### src/rtl/itr_ctrl_pkg.sv
// Shared types and helpers for the interrupt controller: FSM state encoding,
// status-word bit positions and winner-id width.
package itr_ctrl_pkg;

    typedef enum logic [1:0] {
        StIdle = 2'd0,
        StFire = 2'd1,
        StWait = 2'd2,
        StHold = 2'd3
    } itr_state_e;

    // The "any eligible" flag sits in the status word's top bit.
    function automatic int unsigned stat_msb(input int unsigned nubits);
        return nubits - 1;
    endfunction

    // Winner ids are encoded as index+1 so that 0 can mean "none".
    function automatic int unsigned id_width(input int unsigned nsrc);
        return $clog2(nsrc + 1);
    endfunction

endpackage

### src/rtl/itr_sync_edge.sv
// Per-source synchronizer chain followed by a rising-edge detector on the
// synchronized bit; rise_o is a single-cycle pulse.
module itr_sync_edge
    import itr_ctrl_pkg::*;
#(
    parameter int unsigned SYNC = 2
) (
    input  logic clk_i,
    input  logic rst_ni,
    input  logic src_i,
    output logic rise_o
);

    logic [SYNC-1:0] sync_q, sync_d;
    logic            prev_q, prev_d;

    always_comb begin
        sync_d = {sync_q[SYNC-2:0], src_i};
        prev_d = sync_q[SYNC-1];
    end

    always_ff @(posedge clk_i or negedge rst_ni) begin
        if (!rst_ni) begin
            sync_q <= '0;
            prev_q <= 1'b0;
        end else begin
            sync_q <= sync_d;
            prev_q <= prev_d;
        end
    end

    assign rise_o = sync_q[SYNC-1] & ~prev_q;

endmodule

### src/rtl/itr_ctrl.sv
// Interrupt controller: latches source edges, applies the mask, picks the
// lowest eligible source and issues one itr pulse per event until acknowledged.
module itr_ctrl
    import itr_ctrl_pkg::*;
#(
    parameter int unsigned NUBITS    = 16,
    parameter int unsigned NSRC      = 4,
    parameter int unsigned NUIOIN    = 2,
    parameter int unsigned NUIOOU    = 2,
    parameter int unsigned MASK_ADDR = 1,
    parameter int unsigned STAT_ADDR = 1,
    parameter int unsigned SYNC      = 2,
    parameter int unsigned HOLDOFF   = 2
) (
    input  logic                      clk,
    input  logic                      rst,
    input  logic [NSRC-1:0]           src,
    input  logic [NUBITS-1:0]         wr_data,
    input  logic [$clog2(NUIOOU)-1:0] addr_out,
    input  logic                      out_en,
    input  logic [$clog2(NUIOIN)-1:0] addr_in,
    input  logic                      req_in,
    output logic [NUBITS-1:0]         rd_data,
    output logic                      rd_sel,
    output logic                      itr,
    output logic                      in_svc
);

    localparam int unsigned AOW = $clog2(NUIOOU);
    localparam int unsigned AIW = $clog2(NUIOIN);
    localparam int unsigned IDW = id_width(NSRC);
    localparam int unsigned MSB = stat_msb(NUBITS);
    localparam int unsigned HW  = (HOLDOFF > 0) ? $clog2(HOLDOFF + 1) : 1;

    logic [NSRC-1:0] pend_q, pend_d, mask_q, mask_d;
    logic [NSRC-1:0] rise, elig, ack_vec;
    logic [IDW-1:0]  win_id;
    logic            any_elig, mask_wr, rd_ack;
    itr_state_e      state_q, state_d;
    logic [HW-1:0]   cnt_q, cnt_d;
    logic            itr_q, itr_d, in_svc_q, in_svc_d;

    logic unused_wr_data;
    assign unused_wr_data = ^wr_data[NUBITS-1:NSRC];

    for (genvar g = 0; g < NSRC; g++) begin : g_src
        itr_sync_edge #(
            .SYNC(SYNC)
        ) u_sync (
            .clk_i (clk),
            .rst_ni(rst),
            .src_i (src[g]),
            .rise_o(rise[g])
        );
    end

    assign elig     = pend_q & mask_q;
    assign any_elig = |elig;
    assign mask_wr  = out_en && (addr_out == AOW'(MASK_ADDR));
    assign rd_sel   = req_in && (addr_in == AIW'(STAT_ADDR));
    assign rd_ack   = rd_sel && any_elig;

    always_comb begin
        win_id  = '0;
        ack_vec = '0;
        for (int i = NSRC - 1; i >= 0; i--) begin
            if (elig[i]) win_id = IDW'(i + 1);
        end
        for (int i = 0; i < NSRC; i++) begin
            ack_vec[i] = rd_ack && (win_id == IDW'(i + 1));
        end
    end

    always_comb begin
        rd_data          = '0;
        rd_data[MSB]     = any_elig;
        rd_data[IDW-1:0] = win_id;
    end

    // A fresh edge arriving with the acknowledge of the same bit must survive.
    assign pend_d = (pend_q & ~ack_vec) | rise;
    assign mask_d = mask_wr ? wr_data[NSRC-1:0] : mask_q;

    always_comb begin
        state_d  = state_q;
        cnt_d    = cnt_q;
        in_svc_d = in_svc_q;
        itr_d    = (state_q == StFire);
        unique case (state_q)
            StIdle: if (any_elig) state_d = StIdle == StIdle ? StFire : StIdle;
            StFire: begin
                state_d  = StWait;
                in_svc_d = 1'b1;
            end
            StWait: begin
                if (rd_ack) begin
                    in_svc_d = 1'b0;
                    if (HOLDOFF == 0) begin
                        state_d = StIdle;
                    end else begin
                        state_d = StHold;
                        cnt_d   = HW'(HOLDOFF);
                    end
                end
            end
            StHold: begin
                if (cnt_q <= HW'(1)) state_d = StIdle;
                else                 cnt_d   = cnt_q - HW'(1);
            end
            default: state_d = StIdle;
        endcase
    end

    always_ff @(posedge clk or negedge rst) begin
        if (!rst) begin
            pend_q   <= '0;
            mask_q   <= '0;
            state_q  <= StIdle;
            cnt_q    <= '0;
            itr_q    <= 1'b0;
            in_svc_q <= 1'b0;
        end else begin
            pend_q   <= pend_d;
            mask_q   <= mask_d;
            state_q  <= state_d;
            cnt_q    <= cnt_d;
            itr_q    <= itr_d;
            in_svc_q <= in_svc_d;
        end
    end

    assign itr    = itr_q;
    assign in_svc = in_svc_q;

endmodule

### config.mk
export PLATFORM = sky130hd
export DESIGN_NAME = itr_ctrl
export DESIGN_NICKNAME = d
export VERILOG_FILES = /design/src/rtl/itr_ctrl_pkg.sv /design/src/rtl/itr_sync_edge.sv /design/src/rtl/itr_ctrl.sv
export SDC_FILE = /design/constraint.sdc
export NUM_CORES = 1
export LEC_CHECK = 0
export CAP_MARGIN = 25
export CORE_UTILIZATION = 46
export CTS_CLUSTER_DIAMETER = 150
export CTS_CLUSTER_SIZE = 25
export DETAILED_ROUTE_END_ITERATION = 8
export PLACE_DENSITY = 0.87
export SLEW_MARGIN = 20
export SYNTH_ARGS = -nofsm -noshare
export SYNTH_HDL_FRONTEND = slang
export SYNTH_HIERARCHICAL = 1
export SYNTH_SLANG_ARGS = --single-unit
### constraint.sdc
create_clock -name clk -period 2.6 [get_ports clk]
set_input_delay 0.52 -clock clk [delete_from_list [all_inputs] [get_ports clk]]
set_output_delay 0.52 -clock clk [all_outputs]
set_load 0.005 [all_outputs]
==> results.md <==
* Post-Syn Area at 1170 um2
* I/O Buffers at 20
* Resized Gates After CTS at 0
* Cell area after layout at 1420 um2
* CTS tree: built
* Area growth, synth to finish at 21.8%
* Min-delay src: g_src[2].u_sync/sync_q[0]$_DFF_PN0_
* Layout cells sized above 1 at 12.3%
* Family with the most delay on the worst path: buffers and inverters
* Worst-path clk slew at 140 ps
* Yosys reg bits at 26
* Max cap viols at 0
* Static Leak at 0.670 nW
* Worst-path cell chain: a222oi_1 -> buf_4 -> nor2b_1 -> clkdlybuf4s50_1
* Synth area leaders: dfrtp_1 56%, buf_4 8.4%, ha_1 5.4%
* Num CTS Buffers at 3
* Top FF cell, synth: dfrtp_1
* RSZ-0062 raised after global routing: false
* Die area at 2740 um2
* Status: completed
* Async S/R FF share, synth at 100%
* Share of the cycle needed by the critical path after routing at 97.7%
* Crit path buffers/inverters at 2
* Vias in the first global route at 746
* GRT Util Overall at 16.5%
* Chip Height at 52.4 um
* Post-route ant nets at 0
* First drt pass iteration count at 4
* Synth Instances at 97
* CP peak stage delay at 520 ps
* Initial drt markers at 16
* Post-Syn Area per Cell at 12.0 um2
* Yosys cell types at 26
* Antenna fix cells at 0
* Largest net degree at the start of global routing at 27
* Crit path launch: mask_q[1]$_DFFE_PN0P_
* Required time worst endpoint at 2080 ps
* Worst hold slack at 364 ps
* CTS max path bufs at 2
* Number of hold buffers added after CTS at 0
* Max Fclk at 394 MHz
* Hold crit path type: reg -> reg
* Ys Warns at 6
* CTS H-Tree Depth at 1
* Nature of the critical path endpoint: output port
* Arrival @ worst endpoint at 2020 ps
* Final TNS setup at 0 ps
* Core area at 2300 um2
* Global route overflow at 0
* # IOs at 45
* CP max stage cell: clkdlybuf4s50_1
* Worst-Skew Late Latency at 330 ps
* CTS root buf: clkbuf_4
* FF-to-FF Start: mask_q[1]$_DFFE_PN0P_
* Final Net Count at 154
* Clock Skews at 1.04 ps
* Initial antenna violation count at 0
* Post-synthesis sequential area ratio at 55.7%
* WS Path Type: reg -> out
* Area after DPL at 1350 um2
* Total wire length at 1940 um
* Post-synth top area share at 55.7%
* Post-route DRC at 0
* Area leader, netlist: dfrtp_1
* Core Util, Final at 61.9%
* Startpoint Class: flop
* Non-filler cells, final at 150
* Placer congestion estimate at 0.797
* Clk sink count at 26
* Die W at 52.4 um
* Row Count at 17
* Via density at 5.17
* Slew Limit Fails at 0
* Fin. Hold Viols at 0
* Routed wire length per instance at 12.9 um
* EDFF count, synth at 0
* # setup viols final at 0
* HPWL Detailed at 1380 um
* Dpl cells at 144
* Initial Util at 50.8%
* CP max FO at 5
* Clock period minus worst slack at 2540 ps
* First-pass GRT wire length at 3180 um
* Peak VDD IR at 0.493 mV
* DR vias at 775
* Power Density at 835 nW/um2
* # Post-CTS Setup Buffers at 2
==> flip-flops by register name, indices dropped and copies added (netlist names) <==
register	cells
g_src.u_sync/prev_q	4
state_q	2
g_src.u_sync/sync_q	8
in_svc	1
cnt_q	2
pend_q	4
mask_q	4
itr	1
==> where the power goes <==
part | switching, mW | total [mW] | internal (mW)
Sequential | 0.0621 | 0.536 | 0.474
Clock | 0.122 | 0.279 | 0.156
Combinational | 0.175 | 0.372 | 0.198
==> stage by stage <==
stage	worst slack (ps)	total power, mW
3_5_place_dp	380	0.899
4_1_cts	97.3	1.19
6_report	60.3	1.19
5_1_grt	3.43	1.25
2_1_floorplan	953	0.772
3_3_place_gp	375	0.863
==> layer usage <==
metal	share of wire, %	track usage (%)
met3	5.0	2.61
met5	0	0
met4	2.8	12.3
met2	51	26.4
met1	41	19.7
==> Yosys cell counts, drive strengths merged (2+ instances only) <==
| cell type | n |
|---|---|
| a21oi | 6 |
| mux2 | 5 |
| buf | 13 |
| a21o | 5 |
| nor2 | 2 |
| nand2 | 10 |
| dfrtp | 26 |
| ha | 5 |
| nor2b | 5 |
| o21ai | 2 |
| nand3 | 2 |
| mux2i | 2 |
| inv | 4 |
==> area by class of cell <==
type,count,area [um2]
Fill cell,188,876
Inverter,4,15.0
Sequential cell,26,651
Clock inverter,1,30.0
Timing Repair Buffer,23,223
Tap cell,28,35.0
Multi-Input combinational cell,65,445
Clock buffer,3,22.5
==> worst paths after layout <==
check | to | slack (ps) | depth (start not counted)
min in group asynchronous | g_src[3].u_sync/sync_q[1]$_DFF_PN0_ | 530 | 2
worst min-delay path | g_src[2].u_sync/sync_q[1]$_DFF_PN0_ | 360 | 0
worst max register to register | cnt_q[0]$_DFFE_PN0P_ | 930 | 6
worst min register to register | g_src[2].u_sync/sync_q[1]$_DFF_PN0_ | 360 | 0
max in group asynchronous | itr$_DFF_PN0_ | 1830 | 2
worst max-delay path | rd_data[2] | 60 | 4
==> cell usage in the layout (no fill, tap or decap), drive strengths merged <==
cell type      count
conb              12
a21o               5
mux2               5
bufinv             1
and3b              1
nand3              2
a22oi              1
nand2b             1
nor2               2
inv                4
clkdlybuf4s50     20
nand2             10
nor3               1
buf                3
o22ai              1
nor2b              5
o21ai              2
clkbuf             3
a222oi             1
dfrtp             26
a31o               1
a21oi              6
a21boi             1
ha                 5
a211oi             1
mux2i              2
==> kinds of logic (layout without fill, tap and decap cells) <==
group / count (synthesis) / after routing / synth area share (%)
flip-flops: 26 / 26 / 55.7
AND/OR/NAND/NOR: 22 / 22 / 11.7
AO/OA/AOI/OAI: 19 / 19 / 10.7
buffers and inverters: 17 / 31 / 9.65
multiplexers: 7 / 7 / 6.54
adder cells (fa/ha/maj): 5 / 5 / 5.36
other: 1 / 12 / 0.321
No activity file was read; power rests on OpenSTA's default activity.
==> edit 1 (same flow settings) <==
Make the reset (`rst` and `rst_ni`) synchronous in 2 clocked blocks.
--- a/src/rtl/itr_sync_edge.sv
+++ b/src/rtl/itr_sync_edge.sv
@@ -19,7 +19,7 @@
         prev_d = sync_q[SYNC-1];
     end
 
-    always_ff @(posedge clk_i or negedge rst_ni) begin
+    always_ff @(posedge clk_i) begin
         if (!rst_ni) begin
             sync_q <= '0;
             prev_q <= 1'b0;
--- a/src/rtl/itr_ctrl.sv
+++ b/src/rtl/itr_ctrl.sv
@@ -111,7 +111,7 @@
         endcase
     end
 
-    always_ff @(posedge clk or negedge rst) begin
+    always_ff @(posedge clk) begin
         if (!rst) begin
             pend_q   <= '0;
             mask_q   <= '0;
Formal check against the unedited RTL: differs if rst is asserted again (counterexample within 4 cycles, from zero or initial values and one cycle with rst low); with rst held inactive, the same outputs for 10 cycles.
==> edit 1 against the original RTL <==
Cell count rose by 17%; setup slack improved by 0.053 ns; first-iteration DRC count rose by 19%; sequential cell count did not move; routed wire length rose by 7.9%; final area fell by 1.1%; critical path depth did not move; area after synthesis rose by 0.43%; critical path type unchanged; critical endpoint unchanged.
Power is not compared: it rests on default switching activity, and its combinational part moved more than twofold at a synthesized area within 25%.
==> edit 1: results (changes against the original RTL) <==
* Run status: complete, no violations (unchanged)
- Number of signal-net inverters in the final layout: 6 (was 4)
- The number of fillers in the final layout was 195 (was 188).
* Sequential Area: 520 um^2 (was 651 um^2)
* Mapped Cells: 124 (was 97)
* Number of violations reported at the end of detailed-routing iteration 0: 19 (was 16)
- Nets: 180 (was 154)
* Met3 Routed Length: 94 um (was 96 um)
- The worst hold path endpoint is g_src[2].u_sync/sync_q[1]$_SDFF_PN0_ (was g_src[2].u_sync/sync_q[1]$_DFF_PN0_).
- The number of distinct standard cells referenced by the synthesized netlist is 28 (was 26).
- The worst setup timing slack at the placement stage is 0.375 ns (was 0.380 ns).
- The global-route wire length before repair came to 3510 um (was 3180 um).
* Fraction of layout instances using a drive strength above 1: 0.0743 (was 0.123)
* Fraction of met1 tracks used by global routing: 0.194 (was 0.197)
- The area of the multi-input gates is 569 um^2 (was 445 um^2).
- The final weighted congestion in routability-driven placement came to 0.779 (was 0.797).
- The number of vias in the routed layout came to 848 (was 775).
- The routed length per instance came to 11.9 um (was 12.9 um).
- Routed length on met2: 1080 um (was 995 um)
- The number of global-route vias before repair came to 816 (was 746).
- The wire length on met1 came to 879 um (was 791 um).
* Post-detailed-placement cell area: 1370 um^2 (was 1350 um^2)
- Share of the yosys chip area belonging to registers: 0.444 (was 0.557)
- Crit Reg-Reg Startpoint: mask_q[2]$_SDFFE_PN0P_ (was mask_q[1]$_DFFE_PN0P_)
- Multi-input combinational cell count: 89 (was 65)
- Fraction of area in multi-input gates: 0.405 (was 0.313)
- Clock period minus final worst setup slack: 2.49 ns (was 2.54 ns)
- The count of placed standard cells including taps was 172 (was 144).
==> edit 1: cell types whose count changed in the layout (fill, tap and decap cells not counted), moves of 3 or more <==
cell                       change
sky130_fd_sc_hd__a21boi_0      +6
sky130_fd_sc_hd__a21o_1        -5
sky130_fd_sc_hd__a21oi_1       -4
sky130_fd_sc_hd__and2_1       +13
sky130_fd_sc_hd__dfrtp_1      -26
sky130_fd_sc_hd__dfxtp_1      +26
sky130_fd_sc_hd__mux2_2        -4
sky130_fd_sc_hd__nand2_1       +6
sky130_fd_sc_hd__nand3_1       +3
sky130_fd_sc_hd__nor2b_1       +3
sky130_fd_sc_hd__o21a_1        +4
==> edit 1: cell families after synthesis <==
logic type	share of synthesized area
AND/OR/NAND/NOR	0.242
multiplexers	0.0171
buffers and inverters	0.106
flip-flops	0.444
AO/OA/AOI/OAI	0.134
other	0.00320
adder cells (fa/ha/maj)	0.0534
==> edit 2 (config.mk and constraints unchanged) <==
Without the edit above. `SYNC` is set to 2 in 2 places; all go to 4.
--- a/src/rtl/itr_sync_edge.sv
+++ b/src/rtl/itr_sync_edge.sv
@@ -3,7 +3,7 @@
 module itr_sync_edge
     import itr_ctrl_pkg::*;
 #(
-    parameter int unsigned SYNC = 2
+    parameter int unsigned SYNC = 4
 ) (
     input  logic clk_i,
     input  logic rst_ni,
--- a/src/rtl/itr_ctrl.sv
+++ b/src/rtl/itr_ctrl.sv
@@ -9,7 +9,7 @@
     parameter int unsigned NUIOOU    = 2,
     parameter int unsigned MASK_ADDR = 1,
     parameter int unsigned STAT_ADDR = 1,
-    parameter int unsigned SYNC      = 2,
+    parameter int unsigned SYNC      = 4,
     parameter int unsigned HOLDOFF   = 2
 ) (
     input  logic                      clk,
Formal check against the unedited RTL: not equivalent (a bounded check fails within 4 cycles, from zero or initial values and one cycle with rst low).
==> edit 2 against the original RTL <==
Worst hold slack lost 0.0097 ns; routed wire length grew 13%; final area grew 16%; area after synthesis grew 17%; sequential cell count grew 8; sequential share of layout area grew 6.0 points; die area grew 16%; total power grew 13%; setup slack gained 0.039 ns; via count grew 7.5%; register-to-register slack lost 0.07 ns; clock power grew 7.9%; largest power group unchanged; highest routed layer unchanged.
==> edit 2: results (changes against the original RTL) <==
* Run status: complete, no violations (unchanged)
- The arrival time of the worst setup path came to 1.98 ns (was 2.02 ns).
- Mapped Cells: 105 (was 97)
- The worst min-delay path startpoint was g_src[2].u_sync/sync_q[1]$_DFF_PN0_ (was g_src[2].u_sync/sync_q[0]$_DFF_PN0_).
- Number of flip-flops in the largest register: 16 (was 8)
* Number of violations reported at the end of detailed-routing iteration 0: 27 (was 16)
- Total of fill cells in the finished design: 227 (was 188)
- Worst voltage drop across the vdd grid: 0.494 mV (was 0.493 mV)
- Share of the yosys chip area belonging to registers: 0.622 (was 0.557)
- The worst-path maximum fanout came to 4 (was 5).
- Placement-stage worst setup slack: 0.357 ns (was 0.380 ns)
- The number of global-route vias before repair was 915 (was 746).
* Total GRT Usage: 0.166 (was 0.165)
* Leading post-synthesis cells by instance count: sky130_fd_sc_hd__dfrtp_1, sky130_fd_sc_hd__buf_4, sky130_fd_sc_hd__nand2_1 (unchanged)
- The leakage power was 0.774 nW (was 0.670 nW).
* Crit Reg-Reg Startpoint: pend_q[1]$_DFF_PN0_ (was mask_q[1]$_DFFE_PN0P_)
- The non-filler instance count after layout was 166 (was 150).
* Met3 Routed Length: 85 um (was 96 um)
- Pin count of the biggest net entering global routing: 35 (was 27)
- The H-tree level count came to 2 (was 1).
* Final setup skew: 0.00348 ns (was 0.00104 ns)
- Worst r2r dst: state_q[1]$_DFFE_PN0P_ (was cnt_q[0]$_DFFE_PN0P_)
- The total net switching power came to 0.406 mW (was 0.359 mW).
- The share of the clock period used by the worst path after layout was 0.962 (was 0.977).
- The worst hold path endpoint is g_src[2].u_sync/sync_q[2]$_DFF_PN0_ (was g_src[2].u_sync/sync_q[1]$_DFF_PN0_).
- Power in the clock group: 0.301 mW (was 0.279 mW)
==> edit 2: per-layer routing <==
metal,global-route usage,up-vias
met5,0,-
met4,0.0976,0
met3,0.0484,5
met2,0.259,31
met1,0.206,409
li1,-,388
==> edit 2: kinds of logic after synthesis <==
kind of cell,Yosys count,share of synthesized area
fa+ha+maj,5,0.0457
flops,34,0.622
buf+inv,17,0.0823
simple gates,22,0.0997
mux,7,0.0558
compound gates,19,0.0915
other cells,1,0.00274
==> edit 2: cell type report <==
| type | count | area [um^2] | area share |
|---|---|---|---|
| clock buffer | 6 | 51.3 | 0.0312 |
| clock inverter | 2 | 12.5 | 0.00761 |
| multi-input combinational | 65 | 445 | 0.271 |
| tap | 31 | 38.8 | 0.0236 |
| sequential | 34 | 851 | 0.518 |
| timing repair buffer | 24 | 230 | 0.140 |
| inverter | 4 | 15.0 | 0.00913 |
==> edit 2: what timing repair did <==
item,4_1_cts,5_1_grt
gates cloned,0,0
setup endpoints to repair,1,1
gates resized for setup,0,0
pin swaps,1,1
setup buffers,1,2
==> edit 2: metrics by stage <==
| step | cell area [um^2] | power, mW |
|---|---|---|
| after floorplan | 1410 | 0.907 |
| after global placement | 1560 | 1.00 |
| after detailed placement | 1560 | 1.04 |
| after CTS | 1630 | 1.35 |
| after global routing | 1640 | 1.44 |
| final | 1640 | 1.34 |
==> edit 2: worst max-delay path, cell delays in order, from the launching register on <==
cell and delay [ns]:
sky130_fd_sc_hd__dfrtp_1 0.42, sky130_fd_sc_hd__a222oi_1 0.36, sky130_fd_sc_hd__buf_4 0.18, sky130_fd_sc_hd__nor2b_1 0.17, sky130_fd_sc_hd__clkdlybuf4s50_1 0.53
